**src/rtl/sr_config_sequencer_pkg.sv**
```systemverilog
// Shared types and defaults for the divider/rowsize configuration sequencer.
package sr_config_sequencer_pkg;

  localparam int SR_WIDTH_DEF = 16;
  localparam int HALF_PER_DEF = 4;

  typedef enum logic [3:0] {
    ST_IDLE,
    ST_QUIESCE,
    ST_CLEAR,
    ST_SEL_DIV,
    ST_SHIFT_DIV,
    ST_DESEL_DIV,
    ST_SEL_ROW,
    ST_SHIFT_ROW,
    ST_DESEL_ROW,
    ST_ENABLE
  } state_t;

endpackage

```
**src/rtl/sr_config_sequencer_serializer.sv**
```systemverilog
// sr_serializer: shifts one word out MSB first, each bit a LOW then HIGH sr_clk phase
// of HALF_PER cycles; o_last flags the final cycle of the last HIGH phase.
module sr_serializer #(
  parameter int SR_WIDTH = 16,
  parameter int HALF_PER = 4
) (
  input  logic                clk,
  input  logic                rst_n,
  input  logic                i_start,
  input  logic [SR_WIDTH-1:0] i_word,
  output logic                o_sr_clk,
  output logic                o_sr_data,
  output logic                o_last
);
  localparam int BW = (SR_WIDTH > 1) ? $clog2(SR_WIDTH) : 1;

  logic [SR_WIDTH-1:0] r_shreg;
  logic [BW-1:0]       r_bit;
  logic [7:0]          r_phase;
  logic                r_high;
  logic                r_active;
  logic                w_phase_end;

  assign w_phase_end = (r_phase == 8'(HALF_PER - 1));
  assign o_last      = r_active & r_high & w_phase_end & (r_bit == BW'(SR_WIDTH - 1));
  assign o_sr_clk    = r_active & r_high;
  assign o_sr_data   = r_active & r_shreg[SR_WIDTH-1];

  // NOTE: sequential state uses non-blocking assignments so every register samples pre-edge values.
  always_ff @(posedge clk or negedge rst_n) begin
    if (!rst_n) begin
      r_shreg  <= '0;
      r_bit    <= '0;
      r_phase  <= '0;
      r_high   <= 1'b0;
      r_active <= 1'b0;
    end else if (i_start) begin
      r_shreg  <= i_word;
      r_bit    <= '0;
      r_phase  <= '0;
      r_high   <= 1'b0;
      r_active <= 1'b1;
    end else if (r_active) begin
      if (!w_phase_end) begin
        r_phase <= r_phase + 8'd1;
      end else begin
        r_phase <= '0;
        r_high  <= ~r_high;
        if (r_high) begin
          r_shreg <= r_shreg << 1;
          if (o_last) begin
            r_active <= 1'b0;
            r_bit    <= '0;
          end else begin
            r_bit <= r_bit + BW'(1);
          end
        end
      end
    end
  end

endmodule

```
**src/rtl/sr_config_sequencer.sv**
```systemverilog
// Loads divider (and, with ROWPACK_CFG_EN defined, rowsize) shift registers over a
// serial bus, quiescing the divider during the load and re-enabling it afterwards.
module sr_config_sequencer
  import sr_config_sequencer_pkg::*;
#(
  parameter int SR_WIDTH = SR_WIDTH_DEF,
  parameter int HALF_PER = HALF_PER_DEF
) (
  input  logic                clk,
  input  logic                rst_n,
  input  logic                cfg_valid,
  output logic                cfg_ready,
  input  logic [SR_WIDTH-1:0] cfg_divider,
  input  logic [SR_WIDTH-1:0] cfg_rowsize,
  input  logic                cfg_clear,
  input  logic                run_en,
  output logic                sr_data,
  output logic                sr_clk,
  output logic                sr_sel_div,
  output logic                sr_clr_div,
  output logic                sr_sel_row,
  output logic                sr_clr_row,
  output logic                divide_enable,
  output logic                en_internals,
  output logic                busy,
  output logic                done
);
  state_t              r_state, w_next;
  logic [7:0]          r_cnt;
  logic [SR_WIDTH-1:0] r_div;
  logic                r_clear, r_run, r_en, r_done;
  logic                w_tick, w_accept;
  logic                w_ser_start, w_ser_clk, w_ser_data, w_ser_last;
  logic [SR_WIDTH-1:0] w_ser_word;

`ifdef ROWPACK_CFG_EN
  logic [SR_WIDTH-1:0] r_row;
`else
  logic w_unused_rowsize;
  assign w_unused_rowsize = ^cfg_rowsize;
`endif

  assign w_tick   = (r_cnt == 8'(HALF_PER - 1));
  assign w_accept = cfg_valid && (r_state == ST_IDLE);

  // Captured config and the enable register are cleared by reset like any other state.
  always_ff @(posedge clk or negedge rst_n) begin
    if (!rst_n) begin
      r_state <= ST_IDLE;
      r_cnt   <= '0;
      r_div   <= '0;
      r_clear <= 1'b0;
      r_run   <= 1'b0;
      r_en    <= 1'b0;
      r_done  <= 1'b0;
`ifdef ROWPACK_CFG_EN
      r_row   <= '0;
`endif
    end else begin
      r_state <= w_next;
      r_done  <= (r_state == ST_ENABLE);
      if (w_next != r_state) r_cnt <= '0;
      else if (!w_tick)      r_cnt <= r_cnt + 8'd1;
      if (w_accept) begin
        r_div   <= cfg_divider;
        r_clear <= cfg_clear;
        r_run   <= run_en;
        r_en    <= 1'b0;
`ifdef ROWPACK_CFG_EN
        r_row   <= cfg_rowsize;
`endif
      end else if (w_next == ST_ENABLE && r_state != ST_ENABLE) begin
        r_en <= r_run && (r_div != '0);
      end
    end
  end

  // NOTE: every always_comb output gets a default first so no path can infer a latch.
  always_comb begin
    w_next      = r_state;
    w_ser_start = 1'b0;
    w_ser_word  = r_div;
    case (r_state)
      ST_IDLE:      if (cfg_valid) w_next = ST_QUIESCE;
      ST_QUIESCE:   if (w_tick) w_next = r_clear ? ST_CLEAR : ST_SEL_DIV;
      ST_CLEAR:     if (w_tick) w_next = ST_SEL_DIV;
      ST_SEL_DIV: begin
        if (w_tick) begin
          w_next      = ST_SHIFT_DIV;
          w_ser_start = 1'b1;
        end
      end
      ST_SHIFT_DIV: if (w_ser_last) w_next = ST_DESEL_DIV;
`ifdef ROWPACK_CFG_EN
      ST_DESEL_DIV: if (w_tick) w_next = ST_SEL_ROW;
      ST_SEL_ROW: begin
        if (w_tick) begin
          w_next      = ST_SHIFT_ROW;
          w_ser_start = 1'b1;
          w_ser_word  = r_row;
        end
      end
      ST_SHIFT_ROW: if (w_ser_last) w_next = ST_DESEL_ROW;
      ST_DESEL_ROW: if (w_tick) w_next = ST_ENABLE;
`else
      ST_DESEL_DIV: if (w_tick) w_next = ST_ENABLE;
`endif
      ST_ENABLE:    w_next = ST_IDLE;
      default:      w_next = ST_IDLE;
    endcase
  end

  sr_serializer #(
    .SR_WIDTH (SR_WIDTH),
    .HALF_PER (HALF_PER)
  ) u_ser (
    .clk       (clk),
    .rst_n     (rst_n),
    .i_start   (w_ser_start),
    .i_word    (w_ser_word),
    .o_sr_clk  (w_ser_clk),
    .o_sr_data (w_ser_data),
    .o_last    (w_ser_last)
  );

  assign cfg_ready     = (r_state == ST_IDLE);
  assign busy          = (r_state != ST_IDLE);
  assign done          = r_done;
  assign divide_enable = r_en;
  assign en_internals  = r_en;
  assign sr_sel_div    = (r_state == ST_SEL_DIV) || (r_state == ST_SHIFT_DIV);
  assign sr_clr_div    = (r_state == ST_CLEAR);
`ifdef ROWPACK_CFG_EN
  assign sr_sel_row    = (r_state == ST_SEL_ROW) || (r_state == ST_SHIFT_ROW);
  assign sr_clr_row    = (r_state == ST_CLEAR);
`else
  assign sr_sel_row    = 1'b0;
  assign sr_clr_row    = 1'b0;
`endif
  assign sr_clk        = w_ser_clk;
  assign sr_data       = (sr_sel_div | sr_sel_row) & w_ser_data;

endmodule
```
**config.mk**
```make
export PLATFORM = sky130hd
export DESIGN_NAME = sr_config_sequencer
export DESIGN_NICKNAME = d
export VERILOG_FILES = /design/src/rtl/sr_config_sequencer_pkg.sv /design/src/rtl/sr_config_sequencer_serializer.sv /design/src/rtl/sr_config_sequencer.sv
export SDC_FILE = /design/constraint.sdc
export NUM_CORES = 1
export LEC_CHECK = 0
export CELL_PAD_IN_SITES_DETAIL_PLACEMENT = 0
export CELL_PAD_IN_SITES_GLOBAL_PLACEMENT = 2
export CORE_MARGIN = 3
export CORE_UTILIZATION = 36
export CTS_BUF_LIST = sky130_fd_sc_hd__clkbuf_2 sky130_fd_sc_hd__clkbuf_4 sky130_fd_sc_hd__clkbuf_8
export DETAILED_ROUTE_END_ITERATION = 10
export PLACE_DENSITY_LB_ADDON = 0.1
export SLEW_MARGIN = 20
export SYNTH_ARGS = -nofsm -noshare
export SYNTH_HDL_FRONTEND = slang
export SYNTH_SLANG_ARGS = --single-unit
```
**constraint.sdc**
```tcl
create_clock -name clk -period 2.9 [get_ports clk]
set_clock_uncertainty 0.05 [all_clocks]
set_input_delay 0.435 -clock clk [delete_from_list [all_inputs] [get_ports clk]]
set_output_delay 0.435 -clock clk [all_outputs]
set_load 0.01 [all_outputs]
```
; Yosys cells after proc, flatten, opt, wreduce, memory -nomap -nowiden
; Cells that the tools add are included.
[op_classes]
n_reduce_logical = 13
n_mux = 34
bitwise_logic = 6
addsub = 3
n_eq_ne = 13
[ops]
columns = cell, n
row1 = 2-to-1 mux 16 bit, 4
row2 = 2-to-1 mux 4 bit, 11
row3 = 2-to-1 mux 8 bit, 5
row4 = one-hot mux 4 bit (6 select lines), 1
row5 = adder 8 x 1 -> 8 bit (second input constant), 2
row6 = equality test 8 x 2 -> 1 bit (second input constant), 2
row7 = nonzero test 16 bit, 1
row8 = 2-to-1 mux 1 bit, 13
row9 = equality test 4 bit (second input constant), 3
row10 = equality test 4 x 2 -> 1 bit (second input constant), 2
row11 = equality test 4 x 3 -> 1 bit (second input constant), 2
row12 = nonzero test 2 bit, 4
row13 = bitwise AND 1 bit, 5
row14 = adder 4 x 1 -> 4 bit (second input constant), 1
row15 = equality test 4 x 1 -> 1 bit (second input constant), 1
row16 = logical NOT 4 bit, 1
row17 = inequality test 4 bit, 1
row18 = inequality test 4 bit (second input constant), 1
row19 = nonzero test 4 bit, 1
row20 = logical AND 1 bit, 3
row21 = AND reduction 3 bit, 1
row22 = inequality test 2 x 1 -> 1 bit (second input constant), 1
row23 = AND reduction 2 bit, 1
row24 = logical OR 1 bit, 1
row25 = inverter 1 bit, 1
[word_totals]
reg_bits = 62
in_bits = 37
elab_cells = 81
out_inout_bits = 11

; Depth between registers and ports, before layout
; Gate-level depths: netlist of the first run.
[logic_depth]
depth_word = 9
depth_mapped = 8
ltp_nobuf = 6

; Modules after synthesis
; From an unflattened synthesis of the first run, not the netlist that was laid out.
[unflattened]
hier_cells = 318
hier_area_um2 = 3299.4
[by_module_without_submodules]
columns = mod, instances, cells_per_inst, seq_area_each_um2, area_per_inst_um2
row1 = sr_serializer, 1, 176, 750.7, 1670.4
row2 = sr_config_sequencer, 1, 142, 800.8, 1629.1

; Worst setup path before layout of the first run
; OpenSTA, ideal clock, no wires.
[synth_path]
path_kind = flip-flop to flip-flop
startpoint = register r_state[1]
endpoint = register r_clear
arrival_time_ns = 1.926
setup_time_ns = 0.125
synth_period_minus_slack_ns = 2.100
path_slack_ns = 0.800
t_required_ns = 2.725
stages_incl_launch_ff = 6
path_buffers = 2
path_cell_list = dfrtp_1 -> clkbuf_1 -> nor4_1 -> nand2_2 -> buf_2 -> mux2_2
[synth_between]
elab_chain_len = 2
[synth_rtl]
columns = element, line
row1 = from (decl), sr_config_sequencer.sv:28  ; state_t r_state, w_next;
row2 = from (signal assigned), sr_config_sequencer.sv:60  ; r_state <= w_next;
row3 = logical NOT 4 bit, n/a
row4 = via cfg_ready, sr_config_sequencer.sv:12  ; output logic cfg_ready,
row5 = logical AND 1 bit, sr_config_sequencer.sv:44  ; assign w_accept = cfg_valid && (r_state == ST_IDLE);
row6 = to (signal assigned), sr_config_sequencer.sv:66  ; r_clear <= cfg_clear;
row7 = to (decl), sr_config_sequencer.sv:31  ; logic r_clear, r_run, r_en, r_done;
; The timed path passes the listed nets, and every way through them passes these cells.
; A chain may end at the register's enable or synchronous reset.

; Final worst setup path of the first run
[layout_path]
startpoint = register r_state[0]
endpoint = output cfg_ready
[layout_between]
elab_chain_len = 1
[layout_rtl]
columns = element, line
row1 = logical NOT 4 bit, sr_config_sequencer.sv:126  ; assign cfg_ready = (r_state == ST_IDLE);
row2 = to (decl), sr_config_sequencer.sv:12
; No other way between the ends.

==> results of run 1 <==
[registers in the layout, summed over array words and instances (netlist names)]
register,cells
u_ser.r_active,1
divide_enable,1
r_div,16
u_ser.r_shreg,16
r_clear,1
r_run,1
u_ser.r_bit,4
u_ser.r_phase,8
r_cnt,8
r_state,4
done,1
u_ser.r_high,1
[cells in the mapped netlist (5+ instances only)]
library cell and n:
nor4_2 8, nor2_1 35, dfrtp_1 62, nand4_1 5, clkbuf_1 7, nor4_1 5
nand2_1 19, xor2_1 10, nand3_1 10, mux2i_1 16, a21oi_1 26, mux2_2 19
buf_2 6
[cell usage in the layout (no fill, tap or decap), types with 2 or more instances in the layout]
master,instances
clkbuf_4,2
nor3b_1,3
nor4_1,5
ha_1,3
xnor2_1,4
mux2_2,19
nand3_1,10
a21oi_1,26
nor2_1,35
buf_4,6
conb_1,2
nor2b_1,3
nor4_2,8
dfrtp_1,62
nand2b_1,4
xor2_1,10
nand4_1,5
and3_1,4
mux2i_1,16
clkbuf_8,11
clkdlybuf4s50_1,28
inv_1,3
nor3_1,4
and2_1,2
nand2_1,19
o21ai_0,3
[layer usage]
| layer | up-vias | global-route usage | wire (µm) |
|---|---|---|---|
| met1 | 1000 | 0.191 | 3130 |
| li1 | 1050 | - | - |
| met3 | 5 | 0.0350 | 243 |
| met4 | 0 | 0.0543 | 56 |
| met5 | - | 0 | 0 |
| met2 | 44 | 0.196 | 2680 |
[cells by family after synthesis]
kind of cell / after synthesis
xor gates and xnor gates: 14
muxes: 35
AOI/OAI and AO/OA: 33
DFF: 62
buffers and inverters: 21
and+or+nand+nor: 114
other: 1
adders and majority gates: 3
[final cells by class]
cell class,count,area [µm²]
Tap cell,102,128
Fill cell,776,4330
Timing Repair Buffer,36,350
Multi-Input combinational cell,201,1390
Inverter,3,11.3
Sequential cell,62,1550
Clock inverter,3,42.5
Clock buffer,13,166
[power by group]
part           internal (mW)  leakage, nW  total (mW)  switching [mW]
registers              0.865        0.826       0.865               0
logic                 0.0257        0.751      0.0483          0.0226
clock network          0.462        0.106       0.791           0.329
[stage by stage]
step	hold WS, ns	instance area, µm²	std cells	total power, mW
floorplan	0.0894	3050	284	0.885
global placement	0.442	3430	404	0.931
detailed placement	0.451	3430	404	0.932
CTS	0.124	3640	420	1.74
global route	0.142	3640	420	1.78
finish	0.102	3640	420	1.70
[path summary, 6_finish.rpt]
path | startpoint | to | slack, ns
min in group clk | u_ser.r_shreg[0] | u_ser.r_shreg[0] | 0.45
max reg2reg | r_cnt[4] | u_ser.r_shreg[0] | 0.58
min | rst_n | u_ser.r_phase[5] | 0.10
min reg2reg | u_ser.r_shreg[0] | u_ser.r_shreg[0] | 0.45
max in group asynchronous | rst_n | r_div[4] | 2.05
max | r_state[0] | cfg_ready | 0.23
==> results.md, run 1 <==
- CP Class: reg2out
- Dpl hpwl: 4.06 mm
- EDFF count, synth: 0
- DR vias/cell: 5.00
- DR DRC count: 0
- Fin. max-slew vios: 0
- PwrDens: 469 mW/mm²
- Leakage: 1.68 nW
- Area share of the largest cell type after synthesis: 0.510
- Syn avg cell area: 10.8 µm²
- Routed via count: 2099
- Yosys reg bits: 62
- RSZ-0062 raised after global routing: no
- Mapped Area: 0.00304 mm²
- Final setup fails: 0
- Clock buffer depth: 2
- N_diodes: 0
- YS warnings: 0
- Buffers and inverters on the worst path: 1
- Synth Area in Simple Gates: 0.219
- WL/cell: 14.5 µm
- Port Buffers: 29
- Die area: 0.00960 mm²
- Synth Area in XOR/XNOR: 0.0403
- Max FO, Critical Path: 15
- Top FF cell, synth: dfrtp_1
- H-tree levels: 3
- Status: complete, no violations
- CP Depth: 2
- Largest family of logic cells by synthesized area: simple AND/OR/NAND/NOR gates
- Sequential fraction of the synthesis area: 0.510
- Die Span Y: 98.0 µm
- Min-Delay Path Class: in2async
- Crit-path cells: nor4_1, clkdlybuf4s50_1
- CTS tree: yes
- Clock insertion delay at the later pin of the skew report: 0.33 ns
- Die Wd: 98.0 µm
- Asr flop ratio synth: 1.00
- Distinct cells, synth: 42
- Slew margin rel.: 0.520
- Mapped Cells: 283
- Max incr delay on CP: 0.66 ns
- Area Overhead vs Synth: 19.5%
- Number of global-route vias before repair: 2149
- Rows: 32
- First-pass GRT wire length: 10.5 mm
- Util after Layout: 0.457
- Total global routing overflow: 0
- Fraction of layout cells with a size suffix above 1: 0.182
- Worst Path Arrival: 2.19 ns
- Max Cap Viol: 0
- Post-CTS setup buffer count: 0
- Fmax: 375 MHz
- I/O pins: 48
- GPL Wtd Cong: 0.721
- CP max-delay cell: clkdlybuf4s50_1
- Worst Max-Slew Pin Slew: 0.720 ns
- Largest net degree at the start of global routing: 36
- TritonRoute pass-1 iters: 4
- R2R depth: 5
- CTS root buf: clkbuf_8
- CP required: 2.41 ns
- CP startpoint kind: flip-flop
- Post-synthesis mux area share: 0.123
- Count of hold-fix buffers inserted at cts: 0
- Critical path capture point type: primary output
- Clock buffer count from CTS: 9
- Final setup TNS: 0 ns
- DRT iter0 DRCs: 79
- Cts repair resizes: 0
- DRT antenna net count: 0
- CORE AREA: 0.00797 mm²
- Top delay family on crit path: buffers and inverters
- VDD IR max: 0.000192 V
- Initial Util: 0.382
- All-layer global routing usage: 0.135
- DP Worst Slack: 0.538 ns
- Fin crit share: 0.921
- Nets: 353
- Min cycle time layout: 2.67 ns
- Largest area contributor in the netlist: dfrtp_1
- Sink Count: 62
- Setup WS post-layout: 0.230 ns
- Routed WL: 6.11 mm
- Compound-cell area share of the yosys netlist: 0.0588
- Adder-Cell Fraction of Synth Area: 0.0123
- Hold Vio Cnt, Final: 0
- Synth top area cells: dfrtp_1 (51%), mux2_2 (7.0%), mux2i_1 (5.3%)
- Clock Pin Slew Worst Setup and Hold Paths: 0.07 ns
- Antenna violations before repair: 0
Power figures use the tool's default switching activity.
==> run 2: changes to the inputs <==
==> constraint.sdc (replaced) <==
create_clock -name clk -period 2.9 [get_ports clk]
set_clock_uncertainty 0.05 [all_clocks]
set_input_delay 0.58 -clock clk [delete_from_list [all_inputs] [get_ports clk]]
set_output_delay 0.58 -clock clk [all_outputs]
set_load 0.01 [all_outputs]
==> run 2 against run 1 <==
First-iteration DRC count down 10%. Sequential share of layout area increased by 0.51 points. Die area did not move. Global-route usage is 0.059 points lower. Utilization decreased by 0.50 points. Critical path depth rose by 3. Non-clock buffer count up 1. Critical endpoint is now sr_data. Largest cell class unchanged. Largest power group unchanged. Highest routed layer unchanged.
==> results.md, run 2 (synthesis gave the netlist of run 1 again) <==
- Die Wd: 98.0 µm (unchanged)
- Regs by FF count: r_div (16), u_ser.r_shreg (16)
- Clock insertion delay at the later pin of the skew report: 0.33 ns (about the same)
- Crit Reg-Reg Startpoint: r_cnt[4]
- Highest-count cells in the layout ignoring fill and taps: dfrtp_1 (61), nor2_1 (35), clkdlybuf4s50_1 (28)
- Fin crit share: 0.936 (+0.0157)
- Comb pwr share: 0.029 (about the same)
- Hold Vio Cnt, Final: 0 (unchanged)
- Largest net degree at the start of global routing: 63 (+75%)
- CTS root buf: clkbuf_8
- Status: complete, no violations
- P_int: 1.20 mW (-11%)
- Dpl hpwl: 3.88 mm (-4.4%)
- Min cycle time layout: 2.72 ns (+0.0456 ns)
- Rows: 32 (unchanged)
- Port Buffers: 29 (unchanged)
- Clock buffer depth: 2 (unchanged)
- CP startpoint kind: flip-flop
- DRT iter0 DRCs: 71 (-10%)
- DP Worst Slack: 0.509 ns (-0.0288 ns)
- Sw Pwr: 379 µW (+7.6%)
- CP required: 2.27 ns (-0.14 ns)
- Leakage: 1.66 nW (-1.3%)
- GPL Wtd Cong: 0.722 (+0.22%)
- Top delay family on crit path: simple AND/OR/NAND/NOR gates
- CORE AREA: 0.00797 mm² (unchanged)
- CP Class: reg2out
- Reg power frac: 0.546 (+0.039)
- CTS tree: yes
- Fillers: 766 (-1.3%)
- Number of global-route vias before repair: 2163 (+0.65%)
- Fraction of layout cells with a size suffix above 1: 0.191 (+0.00883)
- Nets: 354 (+0.28%)
- Max FO, Critical Path: 12 (-3)
- RSZ-0062 raised after global routing: no
- N_diodes: 0 (unchanged)
- CP max-delay cell: dfrtp_1
- Total global routing overflow: 0 (unchanged)
- Area Overhead vs Synth: 18.2%
- Max incr delay on CP: 0.56 ns (-0.10 ns)
- Antenna violations before repair: 0 (unchanged)
- DRT antenna net count: 0 (unchanged)
- FF-to-FF setup slack: 0.59 ns (about the same)
- Placed insts: 405 (+0.25%)
- Critical path capture point type: primary output
- Layout Cells excl Fill: 421 (+0.24%)
- First-pass GRT wire length: 10.3 mm (-1.6%)
- Reg2reg end: u_ser.r_phase[0]
- VDD IR max: 0.000205 V (+6.6%)
- Initial Util: 0.382 (unchanged)
- Max Cap Viol: 0 (unchanged)
- Die Span Y: 98.0 µm (unchanged)
- Worst Path Arrival: 2.09 ns (-0.10 ns)
- TritonRoute pass-1 iters: 4 (unchanged)
- H-tree levels: 3 (unchanged)
- Clock group share of total power: 0.426 (-0.038)
- PwrDens: 440 mW/mm² (-6.1%)
- Buffers and inverters on the worst path: 1 (unchanged)
- Fin. max-slew vios: 0 (unchanged)
- DR DRC count: 0 (unchanged)
- Final setup fails: 0 (unchanged)
- Crit-path cells: nor3b_1, a21oi_1, nor2_1, and3_1, clkdlybuf4s50_1
- Count of hold-fix buffers inserted at cts: 0 (unchanged)
- Die area: 0.00960 mm² (unchanged)
- Sink Count: 62 (unchanged)
- Commonest non-fill, non-tap cell in the layout: dfrtp_1
- Post-CTS setup buffer count: 0 (unchanged)
- Clock buffer count from CTS: 9 (unchanged)
- Slew margin rel.: 0.460 (-0.0605)
- Routed WL: 5.99 mm (-1.9%)
- Clock Pin Slew Worst Setup and Hold Paths: 0.07 ns (about the same)
- Routed via count: 2105 (+0.29%)
- All-layer global routing usage: 0.134 (-0.000590)
- Switching Share: 0.239 (+0.0328)
- DR vias/cell: 5.00 (about the same)
- Setup WS post-layout: 0.184 ns (-0.0456 ns)
- I/O pins: 48 (unchanged)
- WL/cell: 14.2 µm (-2.2%)
- Worst Max-Slew Pin Slew: 0.810 ns (+0.0908 ns)
- Final setup TNS: 0 ns (unchanged)
- Fmax: 368 MHz (-1.7%)
- R2R depth: 4 (-1)
- Min-Delay Path Class: in2async
## run 2: routing by layer
| layer | GRT usage | vias to the layer above | part of all wire |
|---|---|---|---|
| met5 | 0 | - | 0 |
| met4 | 0.0714 | 0 | 0.015 |
| met3 | 0.0329 | 6 | 0.031 |
| met2 | 0.190 | 26 | 0.43 |
| met1 | 0.189 | 1018 | 0.53 |
| li1 | - | 1055 | - |
## run 2: worst reg2reg max path: cells and delay by family (launching register included)
kind          cells  cell delay, ns
flops             1            0.41
simple gates      4            1.72
## run 2: stage by stage
stage,utilization,power (mW),hold slack [ns],instance area (µm²)
6_report,0.451,1.58,0.353,3600
5_1_grt,0.451,1.65,0.428,3600
4_1_cts,0.451,1.61,0.391,3590
3_5_place_dp,0.430,0.928,0.445,3420
3_3_place_gp,0.430,0.928,0.439,3420
2_1_floorplan,-,0.885,0.234,3050
## run 2: worst max path at each step
stage | from | to | cells past startpoint
floorplan | r_state[1] | r_clear | 5
global placement | r_state[1] | sr_data | 5
detailed placement | r_state[1] | sr_data | 5
CTS | r_state[1] | sr_data | 5
global route | r_state[2] | sr_data | 5
finish | r_state[2] | sr_data | 5
## run 2: cell type report
| cell class | instances | area (µm²) | share of cell area |
|---|---|---|---|
| clock buffer | 10 | 131 | 0.0365 |
| timing repair buffer | 37 | 345 | 0.0960 |
| tap | 102 | 128 | 0.0355 |
| inverter | 3 | 11.3 | 0.00313 |
| clock inverter | 6 | 38.8 | 0.0108 |
| sequential | 62 | 1550 | 0.432 |
| multi-input combinational | 201 | 1390 | 0.386 |
## run 2: power by group through the flow
stage          clock network [mW]  registers, mW  logic [mW]
2_1_floorplan                   0          0.881     0.00364
3_3_place_gp                    0          0.881      0.0473
3_5_place_dp                    0          0.881      0.0476
4_1_cts                     0.694          0.864      0.0473
5_1_grt                     0.736          0.864      0.0515
6_report                    0.674          0.864      0.0451
## run 2: what timing repair did
item,CTS,global route
resized for setup,0,2
setup endpoints to repair,0,1
endpoints found under the hold margin,0,0
==> run 3: changes to the inputs <==
--- a/config.mk
+++ b/config.mk
@@ -8,5 +8,4 @@
 export CELL_PAD_IN_SITES_DETAIL_PLACEMENT = 0
 export CELL_PAD_IN_SITES_GLOBAL_PLACEMENT = 2
-export CORE_MARGIN = 3
 export CORE_UTILIZATION = 36
 export CTS_BUF_LIST = sky130_fd_sc_hd__clkbuf_2 sky130_fd_sc_hd__clkbuf_4 sky130_fd_sc_hd__clkbuf_8
==> constraint.sdc (replaced) <==
create_clock -name clk -period 2.9 [get_ports clk]
set_clock_uncertainty 0.05 [all_clocks]
set_input_delay 0.435 -clock clk [delete_from_list [all_inputs] [get_ports clk]]
set_output_delay 0.435 -clock clk [all_outputs]
set_load 0.01 [all_outputs]
==> run 3 against run 2 <==
Via count shrank 0.38%. First-iteration DRC count is 5.6% lower. Non-clock buffer count did not move. Setup slack got worse by 0.011 ns. Count of clock-buffer cells in the layout unchanged. Register-to-register slack better by 0.04 ns. Clock power is 12% higher. Routed wire length fell by 0.77%. Worst hold slack got worse by 0.14 ns. Combinational power about the same. Largest power group unchanged.
==> results.md, run 3 (synthesis gave the netlist of run 1 again) <==
- Clock buffer count from CTS: 9 (unchanged)
- I/O pins: 48 (unchanged)
- Post-CTS setup buffer count: 0 (unchanged)
- Area Overhead vs Synth: 18.9%
- Slew margin rel.: 0.466 (+0.00595)
- DR vias/cell: 4.95 (-1.1%)
- R2R depth: 3 (-1)
- Critical path capture point type: primary output
- Reg2reg end: r_div[7]
- CP startpoint: r_state[0]
- Crit-path cells: nor4_1, clkdlybuf4s50_1
- CORE AREA: 0.00822 mm² (+3.1%)
- Max Cap Viol: 0 (unchanged)
- Die Wd: 94.0 µm (-4.1%)
- Antenna violations before repair: 0 (unchanged)
- All-layer global routing usage: 0.159 (+0.0245)
- Die Span Y: 94.0 µm (-4.1%)
- Min-Delay Path Class: in2async
- Regs by FF count: r_div (16), u_ser.r_shreg (16)
- Overall power: 1.66 mW (+5.1%)
- Fin crit share: 0.940 (+0.00377)
- CP Class: reg2out
- Max incr delay on CP: 0.70 ns (+0.14 ns)
- CP required: 2.41 ns (+0.14 ns)
- Routed WL: 5.95 mm (-0.77%)
- Largest net degree at the start of global routing: 63 (unchanged)
- Finished Cell Area: 0.00362 mm² (+0.66%)
- Hold Vio Cnt, Final: 0 (unchanged)
- Leakage: 1.68 nW (+1.1%)
- Placed insts: 408 (+0.74%)
- N_diodes: 0 (unchanged)
- WL/cell: 14.0 µm (-1.5%)
- Worst Max-Slew Pin Slew: 0.801 ns (-0.00893 ns)
- RSZ-0062 raised after global routing: no
- Fmax: 367 MHz (-0.40%)
- GPL Wtd Cong: 0.651 (-9.9%)
- DP Worst Slack: 0.493 ns (-0.0157 ns)
- H-tree levels: 3 (unchanged)
- WHS: 0.212 ns (-0.141 ns)
- Number of global-route vias before repair: 2235 (+3.3%)
- DRT antenna net count: 0 (unchanged)
- Commonest non-fill, non-tap cell in the layout: dfrtp_1
- FF-to-FF setup slack: 0.63 ns (+0.04 ns)
- CP max-delay cell: nor4_1
- DRT iter0 DRCs: 67 (-5.6%)
- Clock Pin Slew Worst Setup and Hold Paths: 0.07 ns (about the same)
- Final setup TNS: 0 ns (unchanged)
- Layout Cells excl Fill: 424 (+0.71%)
- Clock buffer depth: 2 (unchanged)
- Routed via count: 2097 (-0.38%)
- Crit Reg-Reg Startpoint: r_state[0]
- Fin. max-slew vios: 0 (unchanged)
- Sink Count: 62 (unchanged)
- PwrDens: 459 mW/mm² (+4.4%)
- Port Buffers: 29 (unchanged)
- Min cycle time layout: 2.73 ns (+0.0109 ns)
- Worst Path Arrival: 2.24 ns (+0.15 ns)
- Fraction of layout cells with a size suffix above 1: 0.185 (-0.00627)
- Status: complete, no violations
- CP startpoint kind: flip-flop
- Util after Layout: 0.441 (-0.0108)
- Nets: 354 (unchanged)
- Die area: 0.00883 mm² (-8.0%)
- VDD IR max: 0.000236 V (+15%)
- Clock insertion delay at the later pin of the skew report: 0.34 ns (about the same)
- Initial Util: 0.370 (-0.0116)
- Rows: 33 (+3.1%)
- Highest-count cells in the layout ignoring fill and taps: dfrtp_1 (62), nor2_1 (35), clkdlybuf4s50_1 (28)
- End of the critical path: cfg_ready
- Final setup fails: 0 (unchanged)
- Dpl hpwl: 3.87 mm (-0.37%)
- Total global routing overflow: 0 (unchanged)
- CTS tree: yes
- CTS root buf: clkbuf_8
- Area of placed instances: 0.00343 mm² (+0.11%)
- Cts repair resizes: 0 (unchanged)
- First-pass GRT wire length: 10.6 mm (+2.8%)
- Count of hold-fix buffers inserted at cts: 0 (unchanged)
- Setup WS post-layout: 0.173 ns (-0.0109 ns)
- TritonRoute pass-1 iters: 6 (+2)
- DR DRC count: 0 (unchanged)
- Max FO, Critical Path: 15 (+3)
==> run 3: changes by cell type in the layout (fill, tap and decap cells not counted) <==
cell / previous run / this run
clkinv_4: 1 / 2
dfrtp_2: 1 / 0
clkinvlp_4: 2 / 0
dfrtp_1: 61 / 62
nor2b_1: 2 / 3
nor2b_2: 1 / 0
bufinv_16: 0 / 1
==> run 3: how the worst min path moves through the flow <==
stage	end	slack [ns]	cells after the start
floorplan	divide_enable	0.09	0
global placement	u_ser.r_shreg[0]	0.44	2
detailed placement	r_run	0.45	1
CTS	u_ser.r_phase[3]	0.25	2
global route	u_ser.r_phase[7]	0.28	2
finish	u_ser.r_phase[7]	0.21	2
==> run 3: layout make-up <==
cell class	count	area, µm²
clock inverter	6	62.6
tap	105	131
fill	834	4600
inverter	3	11.3
clock buffer	10	131
timing repair buffer	37	345
sequential	62	1550
multi-input combinational	201	1390
==> run 3: worst max-delay path, delay by kind of cell, from the launching register on <==
kind	cells	cell delay (ns)
simple gates	1	0.70
buf+inv	1	0.67
flops	1	0.54
==> run 3: routing by layer <==
metal  GRT usage  share of wire  vias up
met1       0.209           0.50     1009
li1            -              -     1050
met5           0              0        -
met3      0.0388          0.031        9
met2       0.244           0.45       29
met4      0.0769          0.020        0
==> run 3: report_power, final <==
group | switching [mW] | internal (mW) | leakage (nW)
registers | 0 | 0.864 | 0.826
logic | 0.0210 | 0.0238 | 0.750
clock network | 0.350 | 0.405 | 0.103
total | 0.371 | 1.29 | 1.68
